### src/rtl/payload_demux.sv
// payload_demux: receive-side demultiplexer placed after the firewall.
// Assembles a dibit stream into bytes, decodes a per-packet channel tag and a
// big-endian base address, then routes payload bytes to one of NUM_CH channels
// with an incrementing address. The last TRAIL_BYTES bytes (the FCS) are held
// back and discarded when the packet ends.
//
// Optional build macro PAYLOAD_DEMUX_STATS_EN adds saturating drop/runt counters.

module payload_demux #(
  parameter int unsigned NUM_CH      = 2,
  parameter int unsigned ADDR_BYTES  = 3,
  parameter int unsigned TRAIL_BYTES = 4,
  localparam int unsigned ADDR_W     = 8 * ADDR_BYTES
) (
  input  logic              clk,
  input  logic              rst,
  input  logic              axiiv,
  input  logic [1:0]        axiid,
  output logic              addr_axiov,
  output logic [ADDR_W-1:0] addr,
  output logic [NUM_CH-1:0] data_axiov,
  output logic [7:0]        data,
  output logic [ADDR_W-1:0] data_addr,
  output logic [NUM_CH-1:0] eop_axiov
`ifdef PAYLOAD_DEMUX_STATS_EN
  ,
  output logic [15:0]       drop_count,
  output logic [15:0]       runt_count
`endif
);

  localparam int unsigned ChW       = (NUM_CH > 1) ? $clog2(NUM_CH) : 1;
  localparam int unsigned HcW       = (ADDR_BYTES > 1) ? $clog2(ADDR_BYTES) : 1;
  // A zero-length trailer still needs a legal array; it is simply never used.
  localparam int unsigned FifoDepth = (TRAIL_BYTES == 0) ? 1 : TRAIL_BYTES;
  localparam int unsigned FillW     = $clog2(FifoDepth + 1);

  typedef enum logic [2:0] {StIdle, StTag, StAddr, StData, StDrop} state_e;

  state_e            state_q;
  logic [1:0]        dibit_cnt_q;
  logic [5:0]        shift_q;
  logic              armed_q;
  logic [ChW-1:0]    ch_q;
  logic [HcW-1:0]    hdr_cnt_q;
  logic [ADDR_W-1:0] hdr_sr_q;
  logic [7:0]        fifo_q [FifoDepth];
  logic [FillW-1:0]  fill_q;
  logic [ADDR_W-1:0] idx_q;
  logic              emitted_q;

  logic              byte_done;
  logic [7:0]        cur_byte;
  logic [ADDR_W-1:0] hdr_next;
  logic              tag_ok;
  logic              fifo_full;
  logic [7:0]        emit_byte;
  logic [NUM_CH-1:0] ch_onehot;
  logic              pkt_end;
  logic              runt_end;

  // Byte-completion decode and datapath helpers
  always_comb begin
    byte_done = axiiv && (dibit_cnt_q == 2'd3);
    cur_byte  = {shift_q, axiid};
    hdr_next  = (hdr_sr_q << 8) | ADDR_W'(cur_byte);
    tag_ok    = ({24'd0, cur_byte} < NUM_CH);
    fifo_full = (TRAIL_BYTES == 0) || (fill_q == FillW'(TRAIL_BYTES));
    emit_byte = (TRAIL_BYTES == 0) ? cur_byte : fifo_q[FifoDepth-1];
    pkt_end   = !axiiv;
    // Packet that produced nothing: died in header or before any byte left the trailer.
    runt_end  = pkt_end && ((state_q == StTag) || (state_q == StAddr) ||
                            ((state_q == StData) && !emitted_q));
    for (int i = 0; i < NUM_CH; i++) begin
      ch_onehot[i] = (ch_q == ChW'(i));
    end
  end

  // Dibit shifter; a low axiiv discards any partial byte
  always_ff @(posedge clk or negedge rst) begin
    if (!rst) begin
      dibit_cnt_q <= 2'd0;
      shift_q     <= 6'd0;
    end else if (!axiiv) begin
      dibit_cnt_q <= 2'd0;
    end else begin
      dibit_cnt_q <= dibit_cnt_q + 2'd1;
      shift_q     <= {shift_q[3:0], axiid};
    end
  end

  // Packet FSM with registered outputs
  always_ff @(posedge clk or negedge rst) begin
    if (!rst) begin
      state_q    <= StIdle;
      armed_q    <= 1'b0;
      ch_q       <= '0;
      hdr_cnt_q  <= '0;
      hdr_sr_q   <= '0;
      fill_q     <= '0;
      idx_q      <= '0;
      emitted_q  <= 1'b0;
      addr_axiov <= 1'b0;
      addr       <= '0;
      data_axiov <= '0;
      data       <= 8'd0;
      data_addr  <= '0;
      eop_axiov  <= '0;
      for (int i = 0; i < FifoDepth; i++) begin
        fifo_q[i] <= 8'd0;
      end
    end else begin
      addr_axiov <= 1'b0;
      data_axiov <= '0;
      eop_axiov  <= '0;
      if (pkt_end) begin
        // Armed only after a low cycle, so a reset mid-packet ignores the tail.
        armed_q   <= 1'b1;
        if ((state_q == StData) && emitted_q) begin
          eop_axiov <= ch_onehot;
        end
        state_q   <= StIdle;
        fill_q    <= '0;
        idx_q     <= '0;
        emitted_q <= 1'b0;
        hdr_cnt_q <= '0;
      end else begin
        unique case (state_q)
          StIdle: begin
            if (armed_q) begin
              state_q <= StTag;
            end
          end
          StTag: begin
            if (byte_done) begin
              ch_q      <= cur_byte[ChW-1:0];
              hdr_cnt_q <= '0;
              state_q   <= tag_ok ? StAddr : StDrop;
            end
          end
          StAddr: begin
            if (byte_done) begin
              hdr_sr_q <= hdr_next;
              if (hdr_cnt_q == HcW'(ADDR_BYTES - 1)) begin
                addr       <= hdr_next;
                addr_axiov <= 1'b1;
                state_q    <= StData;
              end else begin
                hdr_cnt_q <= hdr_cnt_q + 1'b1;
              end
            end
          end
          StData: begin
            if (byte_done) begin
              if (fifo_full) begin
                data       <= emit_byte;
                data_axiov <= ch_onehot;
                data_addr  <= addr + idx_q;
                idx_q      <= idx_q + 1'b1;
                emitted_q  <= 1'b1;
              end
              if (TRAIL_BYTES != 0) begin
                // Shift register: newest at [0], oldest at [FifoDepth-1] once full.
                fifo_q[0] <= cur_byte;
                for (int i = 1; i < FifoDepth; i++) begin
                  fifo_q[i] <= fifo_q[i-1];
                end
                if (!fifo_full) begin
                  fill_q <= fill_q + 1'b1;
                end
              end
            end
          end
          StDrop: begin
            state_q <= StDrop;
          end
          default: begin
            state_q <= StIdle;
          end
        endcase
      end
    end
  end

`ifdef PAYLOAD_DEMUX_STATS_EN
  logic drop_evt;

  // Drop event: tag byte completes with an out-of-range channel
  always_comb begin
    drop_evt = axiiv && (state_q == StTag) && byte_done && !tag_ok;
  end

  // Saturating packet statistics
  always_ff @(posedge clk or negedge rst) begin
    if (!rst) begin
      drop_count <= 16'd0;
      runt_count <= 16'd0;
    end else begin
      if (drop_evt && (drop_count != 16'hFFFF)) begin
        drop_count <= drop_count + 16'd1;
      end
      if (runt_end && (runt_count != 16'hFFFF)) begin
        runt_count <= runt_count + 16'd1;
      end
    end
  end
`else
  logic unused_runt;

  // Runt decode only feeds the statistics counters
  always_comb begin
    unused_runt = runt_end;
  end
`endif

endmodule

### config.mk
export PLATFORM = sky130hd
export DESIGN_NAME = payload_demux
export DESIGN_NICKNAME = d
export VERILOG_FILES = /design/src/rtl/payload_demux.sv
export SDC_FILE = /design/constraint.sdc
export NUM_CORES = 1
export LEC_CHECK = 0
export CAP_MARGIN = 20
export CELL_PAD_IN_SITES_DETAIL_PLACEMENT = 1
export CELL_PAD_IN_SITES_GLOBAL_PLACEMENT = 2
export CORE_ASPECT_RATIO = 0.75
export CORE_MARGIN = 4
export CORE_UTILIZATION = 38
export DETAILED_ROUTE_END_ITERATION = 7
export MAX_ROUTING_LAYER = met4
export PLACE_DENSITY = 0.76
export SETUP_SLACK_MARGIN = 0.02
export SLEW_MARGIN = 10
export SYNTH_ARGS = -nofsm -noshare
export SYNTH_HDL_FRONTEND = slang
export SYNTH_SLANG_ARGS = --single-unit
### constraint.sdc
create_clock -name clk -period 3.2 [get_ports clk]
set_input_delay 0.48 -clock clk [delete_from_list [all_inputs] [get_ports clk]]
set_output_delay 0.48 -clock clk [all_outputs]
set_load 0.05 [all_outputs]
==> flow_summary_export.csv <==
group,metric,value,unit
die,floorplan.io_pins,66,
grt,via_count_of_the_first_global_routing_pass,5620,
synth,synth_edf_count,0,
sta,hold_viol_final,0,
sta,tightestPinTransition,816,ps
synth,ys_seq_area_frac,0.527,
cts,cts_root_buf,"clkbuf_16",
placed_design,dpl.cell_count,954,
sta,fin_crit_sh,0.889,
finish,final_design_area_no_fill,8750,um^2
cts,cts_repair_resize_count,0,
routing,route.vias.total,5187,
routing,drtAntennaViolNets,0,
critical_path,timing.critical_path.arrival,3150,ps
cts,cts_hold_repair.buffers,0,
critical_path,crit_path_cell_trace,"ha_1, fa_1, a21oi_2, nand3b_2, a31oi_4, a2111oi_4, o21ai_1, a2bb2oi_1, nand4_1, o311ai_0",
die,floorplan.initialDensity,0.389,
die,floorplan.die.height,127,um
critical_path,reg2regPathDepth,10,
critical_path,setup.worst_path.end,"data_addr[22]",
critical_path,cpMaxStageDelayCell,"a2111oi_4",
critical_path,worst-r2r-setup-slack,360,ps
critical_path,critical_path.n_buffers_inverters,0,
routing,drt-pass1-iter-count,4,
finish,non_filler_cells_final,985,
sta,finalWorstSetupSlack,356,ps
flow_run,drv.max_cap_violation_count,0,
synth,synthesis_warning_total,0,
sta,finalSetupViolations,0,
grt,grt_pass1_wl,30.6,mm
pwr,report.power.total,4.09,mW
grt,track_usage,0.189,
finish,syn2layout_area_growth,21.3,%
critical_path,critical_path.max_fanout,5,
finish,fillers,1978,
routing,route.detailed.vias_per_inst,5.27,
die,placement_rows,43,
die,placeableCoreArea,18600,um^2
cts,cts.clk_slew.worst_paths,60,ps
critical_path,critPathRequiredTime,3510,ps
pwr,power_frac_clock,0.465,
pwr,sw_ratio,0.243,
cts,cts_tree,"yes",
pwr,peakVddDrop,311,uV
cts,clock_tree.buffer_depth,2,
sta,period_minus_slack,2840,ps
pwr,switching_power,0.994,mW
synth,synth_seq_cells,152,
pwr,power_density,467,nW/um^2
finish,n_antenna_cell,0,
pwr,combinational_fraction_of_design_power,0.043,
cts,cts_buffers,17,
placed_design,port_buffers,65,
grt,antenna_found_initial,0,
critical_path,critical_path.endpoint_type,"flop",
pwr,cellInternalPower,3.10,mW
die,die_width,167,um
pwr,power.share.sequential,0.491,
sta,setup_total_negative_slack,0,ps
synth,synth.distinct_cells,55,
cts,cts_setup_buffers,0,
sta,fmax,352,MHz
routing,avgRoutedWirePerCell,18.8,um
routing,route.detailed.drc,0,
finish,most-common-layout-cells,"dfrtp_1, nand2_1, mux2_2",
synth,syn_nets,686,
synth,synth.avg_cell_area,11.1,um^2
placed_design,gpl.final_weighted_congestion,0.901,
worst_hold_path,hold_path.class,"input pin to async pin",
sta,skew,12.3,ps
critical_path,timing.rr.end,"data_addr[22]",
critical_path,critical-path-top-delay-family,"compound AO/OA/AOI/OAI gates",
finish,layout.cells.most_common,"dfrtp_1",
finish,finish.net_count,760,
synth,postSynth.asyncResetShare,1.00,
finish,layout-drive-gt1-share,0.180,
placed_design,worst_slack_at_placement,353,ps
critical_path,setup.worst_path.start_class,"flop",
routing,wire_length_reported_by_the_detailed_router,18.5,mm
cts,clock-sinks,152,
placed_design,dp_hpwl,13.3,mm
placed_design,dpl_cell_area,8200,um^2
synth,syn_area,7210,um^2
critical_path,regToRegStartpoint,"idx_q[0]",
run_status,outcome,"complete, no violations",
critical_path,critPathKind,"flop to flop",
routing,first_iter_violations,255,
synth,synthesis.instances,652,
critical_path,source_of_the_critical_timing_path,"idx_q[0]",
cts,clock_network_latency_to_the_later_pin_of_the_worst_skew_pair,430,ps
synth,synth_flop_cell,"dfrtp_1",
die,die_area,21300,um^2
pwr,total_leakage_power,4.20,nW
sta,timing.max_slew.rel_slack,0.454,
sta,slew_viol_final,0,
critical_path,worst-path-stages,10,
cts,h-tree-depth,4,
grt,grt_ovf,0,
grt,grt_max_degree,72,
critical_path,cp_max_stage_delay,480,ps
sta,rsz0062_at_grt,"false",
-- per-stage QoR --
step	util	hold slack (ps)
after floorplan	-	184
after global placement	0.442	419
after detailed placement	0.442	448
after CTS	0.471	19.8
after global routing	0.471	42.0
final	0.471	19.4
-- synthesized netlist by cell type (6+ instances only) --
cell type / number / area (um^2)
a21o_1: 10 / 75.1
a21oi_1: 24 / 120
and3_1: 15 / 93.8
clkbuf_1: 13 / 48.8
dfrtp_1: 152 / 3800
ha_1: 28 / 350
inv_1: 9 / 33.8
mux2_2: 78 / 878
nand2_1: 93 / 349
nand3_1: 11 / 55.1
nand4_1: 7 / 43.8
nor2_1: 38 / 143
nor3_1: 7 / 35.0
o21ai_0: 56 / 280
o21ai_1: 6 / 30.0
xnor2_1: 9 / 78.8
xor2_1: 20 / 175
-- power by group through the flow --
stage | logic (mW) | clock network [mW] | registers, mW
after floorplan | 0.113 | 0 | 2.01
after global placement | 0.174 | 0 | 2.04
after detailed placement | 0.181 | 0 | 2.05
after CTS | 0.182 | 1.95 | 2.01
after global routing | 0.201 | 2.03 | 2.02
final | 0.177 | 1.90 | 2.01
-- worst min-delay path by stage --
stage	slack, ps	depth (start not counted)	from	end
after floorplan	180	0	rst	addr[0]
after CTS	20	1	rst	data_addr[10]
after detailed placement	450	1	dibit_cnt_q[0]	dibit_cnt_q[0]
final	20	1	rst	data_addr[0]
after global routing	40	1	rst	fifo_q[26]
after global placement	420	1	dibit_cnt_q[0]	dibit_cnt_q[0]
-- final cells by class --
class	instances	area [um^2]	area share
clock buffer	20	447	0.0511
clock inverter	11	100	0.0114
inverter	10	37.5	0.00429
multi-input combinational	468	3270	0.374
sequential	152	3800	0.435
tap	247	309	0.0353
timing repair buffer	77	779	0.0891
-- kinds of logic (layout without fill, tap and decap cells) --
kind of cell    count (synthesis)  in the layout  synth area share
simple gates                  202            202             0.132
flops                         152            152             0.527
compound gates                129            129             0.111
mux                            79             79             0.123
buf+inv                        32            118            0.0201
fa+ha+maj                      29             29            0.0513
xor+xnor                       29             29            0.0352
-- per-layer routing --
metal / vias up / share of wire / global-route usage / routed length (um)
li1: 2461 / - / - / -
met1: 2636 / 0.50 / 0.262 / 9330
met2: 73 / 0.46 / 0.286 / 8470
met3: 17 / 0.030 / 0.0393 / 557
met4: 0 / 0.0097 / 0.0467 / 179
met5: - / 0 / - / 0
-- worst reg2reg max path: cells and delay by family, from the launching register on --
kind | cells | cell delay (ps)
AO/OA/AOI/OAI | 6 | 1340
adder cells (fa/ha/maj) | 2 | 690
flip-flops | 1 | 430
AND/OR/NAND/NOR | 2 | 270
-- state kept, by name, indices dropped and copies added (netlist names), 3 cells and up --
signal     flops
addr          24
data_addr     24
fifo_q        24
idx_q         24
hdr_sr_q      16
data           8
emit_byte      8
shift_q        6
fill_q         3
state_q        3
Power figures use the tool's default switching activity.
